==> config.mk <==
export PLATFORM = sky130hd
export DESIGN_NAME = branch_redirect_ctrl
export DESIGN_NICKNAME = d
export VERILOG_FILES = /design/src/rtl/rv32_branch_pkg.sv /design/src/rtl/branch_cmp.sv /design/src/rtl/branch_redirect_ctrl.sv
export SDC_FILE = /design/constraint.sdc
export NUM_CORES = 1
export LEC_CHECK = 0
export CORE_MARGIN = 5
export CORE_UTILIZATION = 35
export CTS_CLUSTER_DIAMETER = 150
export DETAILED_ROUTE_END_ITERATION = 8
export SLEW_MARGIN = 20
export SYNTH_ARGS = -nofsm -noshare
export SYNTH_HDL_FRONTEND = slang
export SYNTH_SLANG_ARGS = --single-unit
==> constraint.sdc <==
create_clock -name clk -period 3 [get_ports clk]
set_input_delay 0.6 -clock clk [delete_from_list [all_inputs] [get_ports clk]]
set_output_delay 0.6 -clock clk [all_outputs]
set_load 0.005 [all_outputs]
==> src/rtl/rv32_branch_pkg.sv <==
// Shared definitions for RV32I branch resolution:
// func3 codes, redirect FSM states, flush counter width.
package rv32_branch_pkg;

    localparam logic [2:0] F3_BEQ  = 3'b000;
    localparam logic [2:0] F3_BNE  = 3'b001;
    localparam logic [2:0] F3_BLT  = 3'b100;
    localparam logic [2:0] F3_BGE  = 3'b101;
    localparam logic [2:0] F3_BLTU = 3'b110;
    localparam logic [2:0] F3_BGEU = 3'b111;

    localparam int FCNT_W = 4;

    typedef enum logic [1:0] {
        IDLE,
        REDIRECT,
        FLUSH
    } state_t;

endpackage

==> src/rtl/branch_cmp.sv <==
// Combinational B-type condition evaluator.
// Ports: func3, a, b in; taken, illegal out.
module branch_cmp
    import rv32_branch_pkg::*;
(
    input  logic [2:0]  func3,
    input  logic [31:0] a,
    input  logic [31:0] b,
    output logic        taken,
    output logic        illegal
);

    always_comb begin
        taken   = 1'b0;
        illegal = 1'b0;
        case (func3)
            F3_BEQ:  taken = (a == b);
            F3_BNE:  taken = (a != b);
            F3_BLT:  taken = ($signed(a) < $signed(b));
            F3_BGE:  taken = ($signed(a) >= $signed(b));
            F3_BLTU: taken = ($unsigned(a) < $unsigned(b));
            F3_BGEU: taken = ($unsigned(a) >= $unsigned(b));
            default: illegal = 1'b1;
        endcase
    end

endmodule

==> src/rtl/branch_redirect_ctrl.sv <==
// Execute-stage branch/jump resolution: redirect
// handshake to fetch, IF/ID flush window, perf counters.
// Ports: ex_* instruction in; stall_ex, redirect_*,
// flush_if/id, misalign_err, illegal_f3, counters out.
module branch_redirect_ctrl
    import rv32_branch_pkg::*;
#(
    parameter int FLUSH_CYCLES = 2
) (
    input  logic        clk,
    input  logic        rst_n,
    input  logic        ex_valid,
    input  logic        ex_is_branch,
    input  logic        ex_is_jal,
    input  logic        ex_is_jalr,
    input  logic [2:0]  ex_func3,
    input  logic [31:0] ex_rs1,
    input  logic [31:0] ex_rs2,
    input  logic [31:0] ex_pc,
    input  logic [31:0] ex_imm,
    output logic        stall_ex,
    output logic        redirect_valid,
    output logic [31:0] redirect_pc,
    input  logic        redirect_ready,
    output logic        flush_if,
    output logic        flush_id,
    output logic        misalign_err,
    output logic        illegal_f3,
    output logic [31:0] branch_count,
    output logic [31:0] taken_count
);

    localparam logic [FCNT_W-1:0] FLOAD =
        FCNT_W'(FLUSH_CYCLES - 1);

    state_t            state;
    state_t            state_nx;
    logic [FCNT_W-1:0] fcnt;

    logic        cmp_taken;
    logic        cmp_ill;
    logic        taken;
    logic        ill;
    logic        accept;
    logic        go;
    logic        mis;
    logic        hs;
    logic [31:0] sum_pc;
    logic [31:0] sum_rs1;
    logic [31:0] target;

    branch_cmp u_cmp (
        .func3   (ex_func3),
        .a       (ex_rs1),
        .b       (ex_rs2),
        .taken   (cmp_taken),
        .illegal (cmp_ill)
    );

    assign sum_pc  = ex_pc + ex_imm;
    assign sum_rs1 = ex_rs1 + ex_imm;

    // jalr wins over jal, jal over branch
    always_comb begin
        taken  = 1'b0;
        ill    = 1'b0;
        target = sum_pc;
        if (ex_is_jalr) begin
            taken  = 1'b1;
            target = {sum_rs1[31:1], 1'b0};
        end else if (ex_is_jal) begin
            taken  = 1'b1;
        end else if (ex_is_branch) begin
            taken  = cmp_taken;
            ill    = cmp_ill;
        end
    end

    assign accept = ex_valid
                  && (ex_is_branch || ex_is_jal
                      || ex_is_jalr)
                  && (state == IDLE);
    assign mis = accept && taken && target[1];
    assign go  = accept && taken && !target[1];
    assign hs  = (state == REDIRECT) && redirect_ready;

    always_comb begin
        state_nx = state;
        case (state)
            IDLE:     if (go) state_nx = REDIRECT;
            REDIRECT: if (hs) state_nx = FLUSH;
            FLUSH:    if (fcnt == '0) state_nx = IDLE;
            default:  state_nx = IDLE;
        endcase
    end

    always_ff @(posedge clk or negedge rst_n) begin
        if (!rst_n) begin
            state        <= IDLE;
            fcnt         <= '0;
            redirect_pc  <= '0;
            misalign_err <= 1'b0;
            illegal_f3   <= 1'b0;
            branch_count <= '0;
            taken_count  <= '0;
        end else begin
            state        <= state_nx;
            misalign_err <= mis;
            illegal_f3   <= accept && ill;
            if (hs)
                fcnt <= FLOAD;
            else if (state == FLUSH && fcnt != '0)
                fcnt <= fcnt - 1'b1;
            if (go) begin
                redirect_pc <= target;
                taken_count <= taken_count + 1'b1;
            end
            if (accept)
                branch_count <= branch_count + 1'b1;
        end
    end

    assign redirect_valid = (state == REDIRECT);
    assign stall_ex       = (state != IDLE);
    assign flush_if       = (state == REDIRECT)
                          || (state == FLUSH);
    assign flush_id       = flush_if;

endmodule

* Word level (Yosys, flattened, before mapping)
Cells that the tools add are included.
Cells by class: add/sub/neg operators 5, $lt $le $gt $ge 4, equality and inequality tests 12, muxes and demuxes 15, reductions and logical operators 20
Operators by type and width (count):
- adder 32 x 1 -> 32 bit, second input constant | 2
- adder 32 bit | 2
- >= comparator 32 bit | 2
- less-than comparator 32 bit | 2
- == test 32 bit | 1
- 2-to-1 mux 32 bit | 1
- inequality test 32 bit | 1
- == test 3 bit, second input constant | 4
- logical AND 1 bit | 8
- 2-to-1 mux 4 bit | 2
- 2-to-1 mux 1 bit | 7
- 2-to-1 mux 2 bit | 3
- case mux 1 bit (6 select lines) | 1
- case mux 2 bit (3 select lines) | 1
- OR reduction 6 bit | 1
- zero test 4 bit | 1
- inequality test 2 bit, second input constant | 2
- nonzero test 2 bit | 2
- nonzero test 4 bit | 1
- subtractor 4 x 1 -> 4 bit, second input constant | 1
- == test 3 x 1 -> 1 bit, second input constant | 1
- zero test 3 bit | 1
- logical OR 1 bit | 3
- AND reduction 3 bit | 1
- other kinds (5) | 5
Storage, ports and cells: register bits after elaboration 104, input port bits 138, logic and storage cells 63

* Depth between registers and ports, before layout
depth after elaboration 9, mapped depth 15

* Cells and area by module
From an unflattened synthesis, not the netlist that was laid out.
Second synthesis, totals: cells, all modules 1022, area total of the unflattened synthesis 8687.1 um^2
By module, submodules not included:
- branch_redirect_ctrl | times used 1, cells an instance 893, area each 7757.4 um^2, seq. area each 2602.5 um^2
- branch_cmp | times used 1, cells an instance 129, area each 929.6 um^2, seq. area each 0.0 um^2

* Least setup slack after synthesis
Ideal clock, no wire load.
kind input to register, from input ex_pc[0], to register redirect_pc[30], library setup time 0.124 ns, arrival 3.020 ns, required time 2.876 ns, slack -0.144 ns, cell stages on the path 13, buffers on the path 0, cell sequence ha_1 inv_1 fa_1 nand2b_1 a21oi_1 o41ai_1 a211o_1 a2111oi_1 o31a_1 o21ai_0 nand2_1 o41ai_1 o31a_1
On the way: cells in the longest elaborated chain, start to end 4
RTL lines:
- start, declared | RTL line branch_redirect_ctrl.sv:19 | input logic [31:0] ex_pc,
- adder 32 bit (*) | RTL line branch_redirect_ctrl.sv:60 | assign sum_pc = ex_pc + ex_imm;
- 2-to-1 mux 32 bit (*) | RTL line branch_redirect_ctrl.sv:68 | if (ex_is_jalr) begin
- zero test 1 bit | RTL line branch_redirect_ctrl.sv:84 | assign go = accept && taken && !target[1];
- logical AND 1 bit | RTL line branch_redirect_ctrl.sv:84
- end signal, assigned | RTL line branch_redirect_ctrl.sv:115 | redirect_pc <= target;
- end, declared | RTL line branch_redirect_ctrl.sv:23 | output logic [31:0] redirect_pc,
Mark *: on every way between the ends. The rest lies on a longest branch, timed or not. A chain may end at the register's enable or synchronous reset.

* Final worst setup path
from input ex_rs1[1], to register taken_count[1]
On the way: cells in the longest elaborated chain, start to end 7, elaborated cells between the ends (all ways) 15, classes of those cells add/sub: 1; order compare: 4; eq/ne: 2; mux: 5; reduce/logical: 3
RTL lines:
- start, declared | RTL line branch_redirect_ctrl.sv:17 | input logic [31:0] ex_rs1,
- >= comparator 32 bit (tied with other cells) | RTL line branch_cmp.sv:22 | F3_BGEU: taken = ($unsigned(a) >= $unsigned(b));
- case mux 1 bit (6 select lines) | RTL line branch_cmp.sv:16 | case (func3)
- 2-to-1 mux 1 bit | RTL line branch_redirect_ctrl.sv:73 | end else if (ex_is_branch) begin
- 2-to-1 mux 1 bit | RTL line branch_redirect_ctrl.sv:71 | end else if (ex_is_jal) begin
- 2-to-1 mux 1 bit | RTL line branch_redirect_ctrl.sv:68
- logical AND 1 bit | RTL line branch_redirect_ctrl.sv:84
- logical AND 1 bit (*) | RTL line branch_redirect_ctrl.sv:84
- end signal, assigned | RTL line branch_redirect_ctrl.sv:116 | taken_count <= taken_count + 1'b1;
- end, declared | RTL line branch_redirect_ctrl.sv:30 | output logic [31:0] taken_count
Marks and branches as above.

==> run_results.csv <==
group,metric,value,unit
finish,nNetsFinal,1646,
yosys,synthFlopType,"dfrtp_1",
timing,finalSetupViolCount,1,
timing,grt_setup_unrepaired,"true",
power_and_ir_drop,cellPowerDensity,436,nW/µm²
critical_path,critPathMaxFanout,6,
routing,drc,0,
place,port_buffers,239,
timing,fin_crit_sh,100,%
place,dp_slack,-1.01,ns
global_routing,use_met1,25.4,%
outcome,violations,"setup timing",
finish,syn_to_final_growth,66.3,%
global_routing,grt.busiest_layer,"met2",
critical_path,crit_path_start_kind,"input port",
yosys,yosysSeqAreaShare,30.4,%
die,die_height,166,µm
die,ios,240,
finish,drive_gt1_share,29.7,%
yosys,ys_seq_elements,104,
finish,layout_commonest_cell,"buf_4",
routing,vias,8705,
yosys,synthTopCellsByArea,"dfrtp_1, ha_1, xnor2_1, xor2_1, a21oi_1",
global_routing,grt_first_pass_wirelength,45400,µm
yosys,syn_area_per_cell,8.80,µm²
timing,whs,0.0929,ns
global_routing,grtUsageTotal,19.8,%
global_routing,first_global_vias,8926,
routing,firstDrtPassIters,5,
global_routing,grt_start_max_net_pins,89,
routing,drtIter0Drc,485,
critical_path,cp.required,3.25,ns
place,hpwlAfterDp,22100,µm
timing,skew,0.00865,ns
routing,drt_wl_total,28400,µm
clock_tree,cts_root_buf,"clkbuf_16",
clock_tree,numCtsBuffers,9,
clock_tree,hold_buffers,0,
finish,final_util,58.8,%
die,core_area,24200,µm²
global_routing,met2_usage,34.0,%
hold_path,holdCritPathClass,"in -> async",
die,dieArea,27700,µm²
critical_path,path_class,"in -> reg",
die,initial_core_util,35.3,%
power_and_ir_drop,peakVddDrop,0.299,mV
clock_tree,cts.path.max_buffers,2,
clock_tree,cts_tree,"done",
clock_tree,worstSkewPairLatency,0.36,ns
clock_tree,clkSlewWorstSetupHoldPaths,0.08,ns
timing,final_max_slew_viol_count,0,
clock_tree,htree_levels,3,
timing,worst_slew_pin_slew,1.10,ns
global_routing,grtUsageMet3,3.56,%
place,place.gp.congestion,0.891,
global_routing,antenna_found_initial,1,
timing,fin_ws,-0.00686,ns
yosys,async_reset_ff_share,100,%
timing,maxSlewHeadroom,26.5,%
power_and_ir_drop,leakagePower,0.00671,µW
yosys,ys_types,72,
yosys,synth_fp_nets,1213,
routing,ant_nets,0,
die,die_w,166,µm
yosys,synth_top_cell_area_share,30.4,%
yosys,synth_cells,974,
yosys,synth_top_cell_by_area,"dfrtp_1",
critical_path,worstPathArrival,3.26,ns
job,maxCapViolCount,0,
timing,layout_min_cycle_time,3.01,ns
global_routing,overflow,0,
routing,avgRoutedWirePerCell,16.4,µm
yosys,synth_warnings,0,
timing,fmax,333,MHz
die,fp-row-count,57,
yosys,synth_edf_count,0,
finish,final_cell_mix,"buf_4, clkdlybuf4s50_1, dfrtp_1",
outcome,status,"complete, but fails checks",
timing,hold_violations,0,
clock_tree,cts_sinks,104,
routing,routed_via_density,5.01,
yosys,syn_area,8570,µm²
critical_path,end_kind,"flop",
synthesized netlist by cell type (all sizes together), types with 5 or more instances:
| cell type | instances |
|---|---|
| dfrtp | 104 |
| nand2 | 102 |
| ha | 99 |
| a21oi | 79 |
| o21ai | 62 |
| xnor2 | 62 |
| inv | 58 |
| nor2 | 55 |
| xor2 | 55 |
| a21o | 36 |
| nand3 | 31 |
| nand4 | 21 |
| nor3 | 21 |
| and3 | 18 |
| nand2b | 13 |
| buf | 12 |
| o21bai | 12 |
| a211oi | 11 |
| and2 | 10 |
| clkbuf | 10 |
| nor4 | 10 |
| mux2i | 8 |
| o211ai | 7 |
| a31oi | 6 |
| mux2 | 6 |
| o21a | 6 |
| and4 | 5 |
| nor2b | 5 |
worst paths after layout:
| path | from | end | slack, ns | cells past startpoint |
|---|---|---|---|---|
| max | ex_rs1[1] | taken_count[1]$_DFFE_PN0P_ | -0.007 | 14 |
| min | rst_n | branch_count[21]$_DFFE_PN0P_ | 0.09 | 1 |
| max reg2reg | taken_count[10]$_DFFE_PN0P_ | taken_count[30]$_DFFE_PN0P_ | 0.32 | 10 |
| min reg2reg | taken_count[31]$_DFFE_PN0P_ | taken_count[31]$_DFFE_PN0P_ | 0.47 | 1 |
| max in group asynchronous | rst_n | redirect_pc[23]$_DFFE_PN0P_ | 2.15 | 2 |
| min in group clk | taken_count[31]$_DFFE_PN0P_ | taken_count[31]$_DFFE_PN0P_ | 0.47 | 1 |
layer usage:
layer	vias to the layer above	part of all wire [%]
met5	-	0
met4	0	2.5
met3	35	5.9
met2	236	48
met1	4079	44
li1	4355	-
layout make-up:
class                   count  area (µm²)
diodes                      1        2.50
clock buffers               9         225
clock inverters             7        93.8
fillers                  2158        9990
inverters                  58         218
multi-input cells         790        6740
flip-flops and latches    104        2600
well taps                 324         405
repair buffers            444        3970
logic make-up after synthesis:
family | after synthesis | share of synthesized area [%]
adder cells (fa/ha/maj) | 101 | 14.9
multiplexers | 14 | 1.72
AO/OA/AOI/OAI | 254 | 18.9
flip-flops | 104 | 30.4
AND/OR/NAND/NOR | 304 | 17.9
buffers and inverters | 80 | 4.23
XOR/XNOR | 117 | 12.0
critical path, cell delays in order:
cell and delay [ns]:
buf_2 0.11, buf_6 0.11, ha_4 0.23, nor2b_1 0.13, o211ai_1 0.23, a21oi_2 0.13, o311ai_4 0.29, nand4_1 0.18
mux2i_1 0.16, a311o_2 0.41, nand3_4 0.10, buf_12 0.14, buf_8 0.14, mux2_4 0.30
stage by stage:
stage	TNS (ns)	cells	power (µW)	instance area (µm²)
2_1_floorplan	-0.109	974	3170	8620
4_1_cts	0	1728	6160	13800
3_3_place_gp	-54.08	1700	4650	12700
6_report	-0.00686	1737	6220	14300
5_1_grt	-3.48	1737	6620	14300
3_5_place_dp	-57.68	1700	4690	12700
where the power goes:
| part | total (µW) | switching, µW | leakage [µW] | internal [µW] |
|---|---|---|---|---|
| combinational | 2960 | 1320 | 0.00518 | 1640 |
| clock | 1280 | 611 | 0.000153 | 673 |
| sequential | 1970 | 271 | 0.00138 | 1700 |
sequential cells by signal, summed over array words and instances (netlist names):
name and cells:
branch_count 32, redirect_pc 32, taken_count 32, fcnt 4, state 2, illegal_f3 1, misalign_err 1
what timing repair did:
action,CTS,global route
buffers inserted,13,7
pin swaps,88,65
setup endpoints to repair,67,62
gates resized for setup,312,99
cloned,0,1
(Power assumes the default switching activity.)
